--- src/rtl/ped_button_conditioner.sv ---
`default_nettype none
// ============================================================================
// Module : ped_button_conditioner
// Brief  : Synchronizes and debounces the pedestrian button, then latches a
//          request until the controller acks it. Define PED_LOCKOUT_EN to add
//          a post-service lockout counted in 1 Hz ticks.
// Rev    : 1.0  initial release
// ============================================================================
module ped_button_conditioner #(
  parameter int SYNC_STAGES     = 2,
  parameter int DEBOUNCE_CYCLES = 600000,
  parameter int CNT_W           = 20,
  parameter int LOCKOUT_TICKS   = 30,
  parameter int PRESS_W         = 8
) (
  input  logic               clk,
  input  logic               rst,
  input  logic               btn_raw,
  input  logic               tick,
  input  logic               ack,
  output logic               btn_clean,
  output logic               press_pulse,
  output logic               req,
  output logic               locked,
  output logic [PRESS_W-1:0] press_count
);

  localparam logic [CNT_W-1:0] c_db_last = CNT_W'(DEBOUNCE_CYCLES - 1);

`ifdef PED_LOCKOUT_EN
  typedef enum logic [1:0] {
    S_IDLE    = 2'd0,
    S_PENDING = 2'd1,
    S_LOCKOUT = 2'd2
  } state_t;
`else
  typedef enum logic [1:0] {
    S_IDLE    = 2'd0,
    S_PENDING = 2'd1
  } state_t;
`endif

  logic [SYNC_STAGES-1:0] sync_q;
  logic                   w_sync_btn;
  logic [CNT_W-1:0]       db_cnt_q, db_cnt_d;
  logic                   clean_q, clean_d;
  logic                   clean_prev_q;
  logic                   pulse_q;

  always_ff @(posedge clk or negedge rst) begin
    if (!rst) begin
      sync_q <= '0;
    end else begin
      sync_q <= {sync_q[SYNC_STAGES-2:0], btn_raw};
    end
  end

  assign w_sync_btn = sync_q[SYNC_STAGES-1];

  // Counter only runs while the synchronized level disagrees with the
  // accepted level, so any glitch back restarts the qualification window.
  always_comb begin
    db_cnt_d = '0;
    clean_d  = clean_q;
    if (w_sync_btn != clean_q) begin
      if (db_cnt_q == c_db_last) begin
        clean_d = w_sync_btn;
      end else begin
        db_cnt_d = db_cnt_q + 1'b1;
      end
    end
  end

  always_ff @(posedge clk or negedge rst) begin
    if (!rst) begin
      db_cnt_q     <= '0;
      clean_q      <= 1'b0;
      clean_prev_q <= 1'b0;
      pulse_q      <= 1'b0;
    end else begin
      db_cnt_q     <= db_cnt_d;
      clean_q      <= clean_d;
      clean_prev_q <= clean_q;
      pulse_q      <= clean_q & ~clean_prev_q;
    end
  end

  state_t             state_q, state_d;
  logic [PRESS_W-1:0] count_q, count_d;
  logic               req_q;

`ifdef PED_LOCKOUT_EN
  localparam int c_lk_w = (LOCKOUT_TICKS > 1) ? $clog2(LOCKOUT_TICKS) : 1;
  localparam logic [c_lk_w-1:0] c_lk_last = c_lk_w'(LOCKOUT_TICKS - 1);

  logic [c_lk_w-1:0] lk_cnt_q, lk_cnt_d;
  logic              locked_q;
`endif

  always_comb begin
    state_d  = state_q;
    count_d  = count_q;
`ifdef PED_LOCKOUT_EN
    lk_cnt_d = lk_cnt_q;
`endif
    case (state_q)
      S_IDLE: begin
        if (pulse_q) begin
          state_d = S_PENDING;
          if (count_q != {PRESS_W{1'b1}}) begin
            count_d = count_q + 1'b1;
          end
        end
      end
      // Extra presses while pending merge into the same request.
      S_PENDING: begin
        if (ack) begin
`ifdef PED_LOCKOUT_EN
          state_d = S_LOCKOUT;
`else
          state_d = S_IDLE;
`endif
        end
      end
`ifdef PED_LOCKOUT_EN
      S_LOCKOUT: begin
        if (tick) begin
          if (lk_cnt_q == c_lk_last) begin
            state_d  = S_IDLE;
            lk_cnt_d = '0;
          end else begin
            lk_cnt_d = lk_cnt_q + 1'b1;
          end
        end
      end
`endif
      default: begin
        state_d  = S_IDLE;
`ifdef PED_LOCKOUT_EN
        lk_cnt_d = '0;
`endif
      end
    endcase
  end

  always_ff @(posedge clk or negedge rst) begin
    if (!rst) begin
      state_q  <= S_IDLE;
      count_q  <= '0;
      req_q    <= 1'b0;
`ifdef PED_LOCKOUT_EN
      lk_cnt_q <= '0;
      locked_q <= 1'b0;
`endif
    end else begin
      state_q  <= state_d;
      count_q  <= count_d;
      req_q    <= (state_d == S_PENDING);
`ifdef PED_LOCKOUT_EN
      lk_cnt_q <= lk_cnt_d;
      locked_q <= (state_d == S_LOCKOUT);
`endif
    end
  end

`ifdef PED_LOCKOUT_EN
  assign locked = locked_q;
`else
  localparam int c_unused_lockout_ticks = LOCKOUT_TICKS;
  logic w_unused_tick;
  assign w_unused_tick = tick;
  assign locked        = 1'b0;
`endif

  assign btn_clean   = clean_q;
  assign press_pulse = pulse_q;
  assign req         = req_q;
  assign press_count = count_q;

endmodule
`default_nettype wire
--- config.mk ---
export PLATFORM = sky130hd
export DESIGN_NAME = ped_button_conditioner
export DESIGN_NICKNAME = d
export VERILOG_FILES = /design/src/rtl/ped_button_conditioner.sv
export SDC_FILE = /design/constraint.sdc
export NUM_CORES = 1
export LEC_CHECK = 0
export ABC_AREA = 1
export CAP_MARGIN = 20
export CORE_MARGIN = 2
export CORE_UTILIZATION = 35
export CTS_CLUSTER_DIAMETER = 50
export DETAILED_ROUTE_END_ITERATION = 16
export HOLD_SLACK_MARGIN = 0.15
export PLACE_DENSITY = 0.57
export SETUP_SLACK_MARGIN = 0.5
export SYNTH_ARGS = -nofsm -noshare
export SYNTH_HDL_FRONTEND = slang
export SYNTH_SLANG_ARGS = --single-unit
--- constraint.sdc ---
create_clock -name clk -period 1.4 [get_ports clk]
set_input_delay 0.21 -clock clk [delete_from_list [all_inputs] [get_ports clk]]
set_output_delay 0.21 -clock clk [all_outputs]
set_load 0.02 [all_outputs]
After elaboration in Yosys (flattened, before gate mapping)
Cells that the tools add are included.
{"block": "classes", "add_sub_neg": 2, "eq_ne": 5, "n_mux": 5, "n_bitwise": 2, "n_reduce_logical": 3}
{"operator": "$mux W20", "n": 2}
{"operator": "$add A20 B1 Y20 const B", "n": 1}
{"operator": "$eq A20 B20 Y1 const B", "n": 1}
{"operator": "$add A8 B1 Y8 const B", "n": 1}
{"operator": "$ne A8 B8 Y1 const B", "n": 1}
{"operator": "$eq A2 B1 Y1 const B", "n": 2}
{"operator": "$mux W2", "n": 2}
{"operator": "$pmux W2 S2", "n": 1}
{"operator": "$reduce_and A3 Y1", "n": 1}
{"operator": "$logic_not A2 Y1", "n": 1}
{"operator": "$reduce_and A2 Y1", "n": 1}
{"operator": "$and A1 B1 Y1", "n": 1}
{"operator": "$ne A1 B1 Y1", "n": 1}
{"operator": "$not A1 Y1", "n": 1}
{"block": "totals", "regBits": 36, "inputBits": 5, "output_inout_bits": 12, "wordCells": 25}

Logic depth before layout (Yosys ltp)
{"block": "depth", "word_depth": 3, "depth_mapped": 9, "depth_no_buf": 9}

Least setup slack after synthesis
No wires, ideal clock.
{"block": "synth_path", "kind": "register to register", "start": "register count_q[0], in the netlist press_count[0]", "end": "register count_q[3], in the netlist press_count[3]", "setup_ns": 0.119, "arrival_ns": 1.345, "required_time_ns": 1.281, "slack_ns": -0.064, "stages_incl_launch_ff": 9, "n_path_buf": 0, "synth_period_minus_slack_ns": 1.464, "path_cell_list": "dfrtp_1 -> ha_1 -> nand3_2 -> nor2_2 -> nand3_2 -> nand2_4 -> inv_2 -> nand2_1 -> o21ai_2"}
{"block": "synth_via", "elab_chain_len": 2, "word_cells_on_any_way": 3, "classes_between": "add/sub: 1; eq/ne: 1; reduce/logical: 1"}
{"element": "from (decl)", "line_no": "89", "rtl": "logic [PRESS_W-1:0] count_q, count_d;"}
{"element": "from (signal assigned)", "line_no": "157", "rtl": "count_q <= count_d;"}
{"element": "branches (longest 2 deep; another with $add A8 B1 Y8)"}
Several ways; the timed one is not identified.
A chain may end at the register's enable or synchronous reset.

Worst setup path after layout
{"block": "layout_path", "start": "register count_q[2], in the netlist press_count[2]", "end": "register count_q[5], in the netlist press_count[5]"}
Same word-level chain as after synthesis.

==> flow_metrics.tcl <==
set metrics [dict create \
    status "complete, but fails checks" \
    violations "negative hold slack" \
    power.density_nw_per_um2 678 \
    p_leak_nw 1.31 \
    r2r_cells 6 \
    fin_crit_sh_pct 94.4 \
    fmax_ghz 0.757 \
    synth_common_cells "nand2_1, nor2_1, dfrtp_1" \
    slew_viol_final 0 \
    clockRootBuffer "clkbuf_8" \
    final.fill_count 516 \
    ys_types 26 \
    hold_path_class "input port to async pin" \
    dp.cells 335 \
    wl_per_cell_um 12.5 \
    rsz0062_at_grt "true" \
    required_ps 1620 \
    post-synth-top-count-cell "nand2_1" \
    start_util_pct 36.2 \
    grt_pass1_wl_um 7780 \
    power_w 0.00196 \
    layout.nets 307 \
    synth_area_leaders "dfrtp_1, nand2_1, nor2_1, inv_1, xnor2_1" \
    timing.final.ws_setup_ps 78.5 \
    layout-drive-gt1-share_pct 44.9 \
    synth-seq-area-share_pct 45.1 \
    antenna_found_initial 0 \
    max_cap_viol_count 0 \
    post-place-ws_ps 39.8 \
    die_x_um 79.5 \
    ant_nets 0 \
    synthToLayoutAreaGrowth_pct 44.8 \
    track_usage_pct 16.0 \
    synthCells 240 \
    drc_errors 0 \
    viasPerCell 4.54 \
    first_pass_iters 4 \
    cts_sinks 36 \
    final_hold_viol_count 36 \
    clock-skew-final_ps 4.59 \
    drtIter0Drc 61 \
    cp_slowest_stage_delay_ps 510 \
    dieHeight_um 79.5 \
    fp.coreArea_um2 5510 \
    stdcell_count 373 \
    fin_crit_ps 1320 \
    crit_type "flip-flop to flip-flop" \
    yosys_warnings 0 \
    synth_top_cell_by_area "dfrtp_1" \
    syn_avg_cell_area_um2 8.32 \
    dieArea_um2 6320 \
    numCtsBuffers 5 \
    cp_common_cell "nand2_1" \
    cts_tree "yes" \
    ios 17 \
    end_kind "flip-flop" \
    yosysTopAreaCellShare_pct 45.1 \
    grt-ovfl-total 0 \
    worst_hold_slack_ps -43.0 \
    clk_latency_ps 280 \
    grt_max_degree 37 \
    vias 1693 \
    wirelength_um 4670 \
    worstSetupStartpointType "flip-flop" \
    diodes 0 \
    clkTransAtPathRegs_ps 80 \
    synth_edf_count 0 \
    synth_area_um2 2000 \
    rrSetupSlack_ps 80 \
    synth_ff_type "dfrtp_1" \
    ys_ff_latch 36 \
    final-setup-viol-count 0 \
    ir_drop_mv 0.379 \
    worstPathCellList "nand3_1 > nor2_2 > nand2_1 > xnor2_1 > nand2_2 > nand2_1" \
    grt_pass1_vias 1629 \
    hpwl_um 3030 \
    numPortBuffers 14 \
    synthArstFlopShare_pct 100 \
    clockBufferDepth 2 \
    htree_levels 2 \
    fp-row-count 27 \
    crit_fanout 5 \
    arrival_ps 1550 \
    crit_path_top_delay_cell "dfrtp_1" \
    globalplace.congestion 0.866 \
]
path summary, 6_finish.rpt:
| check | startpoint | endpoint |
|---|---|---|
| worst max-delay path | press_count[2] | press_count[5] |
| worst min-delay path | rst | db_cnt_q[11] |
| worst max register to register | press_count[2] | press_count[5] |
| worst min register to register | sync_q[0] | sync_q[1] |
| max in group asynchronous | rst | btn_clean |
| min in group clk | sync_q[0] | sync_q[1] |
power by group:
group | total [W] | switching, W | internal [W]
clock | 0.000788 | 0.000388 | 0.000400
sequential | 0.00106 | 0.0000122 | 0.00105
combinational | 0.000108 | 0.0000630 | 0.0000446
logic make-up (layout without fill, tap and decap cells):
| group | after synthesis | count (layout) | share of synthesized area (%) |
|---|---|---|---|
| xor+xnor | 18 | 18 | 7.90 |
| buf+inv | 30 | 88 | 5.83 |
| fa+ha+maj | 2 | 2 | 1.25 |
| compound gates | 10 | 10 | 3.32 |
| simple gates | 143 | 145 | 36.4 |
| flops | 36 | 36 | 45.1 |
| other cells | 1 | 2 | 0.188 |
cell type report:
type                    count  area, um^2  area share, %
multi-input cells         177        1210           42.0
flip-flops and latches     36         913           31.6
repair inverters            1        8.76          0.303
repair buffers             50         445           15.4
inverters                  29         124           4.29
well taps                  72        90.1           3.12
clock inverters             1        7.51          0.260
clock buffers               7        86.3           2.99
flip-flops by register name, summed over array words and instances, names as in the netlist:
| signal | cells |
|---|---|
| btn_clean | 1 |
| clean_prev_q | 1 |
| press_count | 8 |
| press_pulse | 1 |
| sync_q | 2 |
| req | 1 |
| db_cnt_q | 20 |
| state_q | 2 |
critical path, delay by kind of cell, from the launching register on:
kind	cells	cell delay [ps]
XOR/XNOR	1	170
flip-flops	1	510
AND/OR/NAND/NOR	5	580
timing repair:
item / in CTS / in global routing
resized for setup: 77 / 38
cloned: 3 / 0
endpoints found under the setup margin: 40 / 40
hold endpoints to repair: 36 / 36
pin swaps: 12 / 11
setup buffers: 22 / 5
layer usage:
metal | global-route usage (%) | wire [um] | vias to the layer above
met2 | 24.5 | 2200 | 24
met5 | 0 | 0 | -
met4 | 4.14 | 63 | 0
li1 | - | - | 867
met1 | 22.7 | 2240 | 795
met3 | 3.85 | 166 | 7
stage by stage:
step	setup TNS, ps	util (%)	area (um^2)
final	0	52.5	2890
after global placement	0	43.0	2370
after floorplan	0	-	2080
after detailed placement	0	43.0	2370
after global routing	-36.3	52.5	2890
after CTS	0	49.4	2720
cells in the final DEF (no fill, tap or decap), types with 9 or more instances in the layout:
| master | n |
|---|---|
| buf_4 | 29 |
| buf_6 | 17 |
| dfrtp_1 | 26 |
| dfrtp_2 | 10 |
| inv_1 | 23 |
| nand2_1 | 47 |
| nand2_2 | 12 |
| nand3_1 | 9 |
| nor2_1 | 29 |
| nor2_2 | 12 |
| nor2_4 | 10 |
Power figures use the tool's default switching activity.
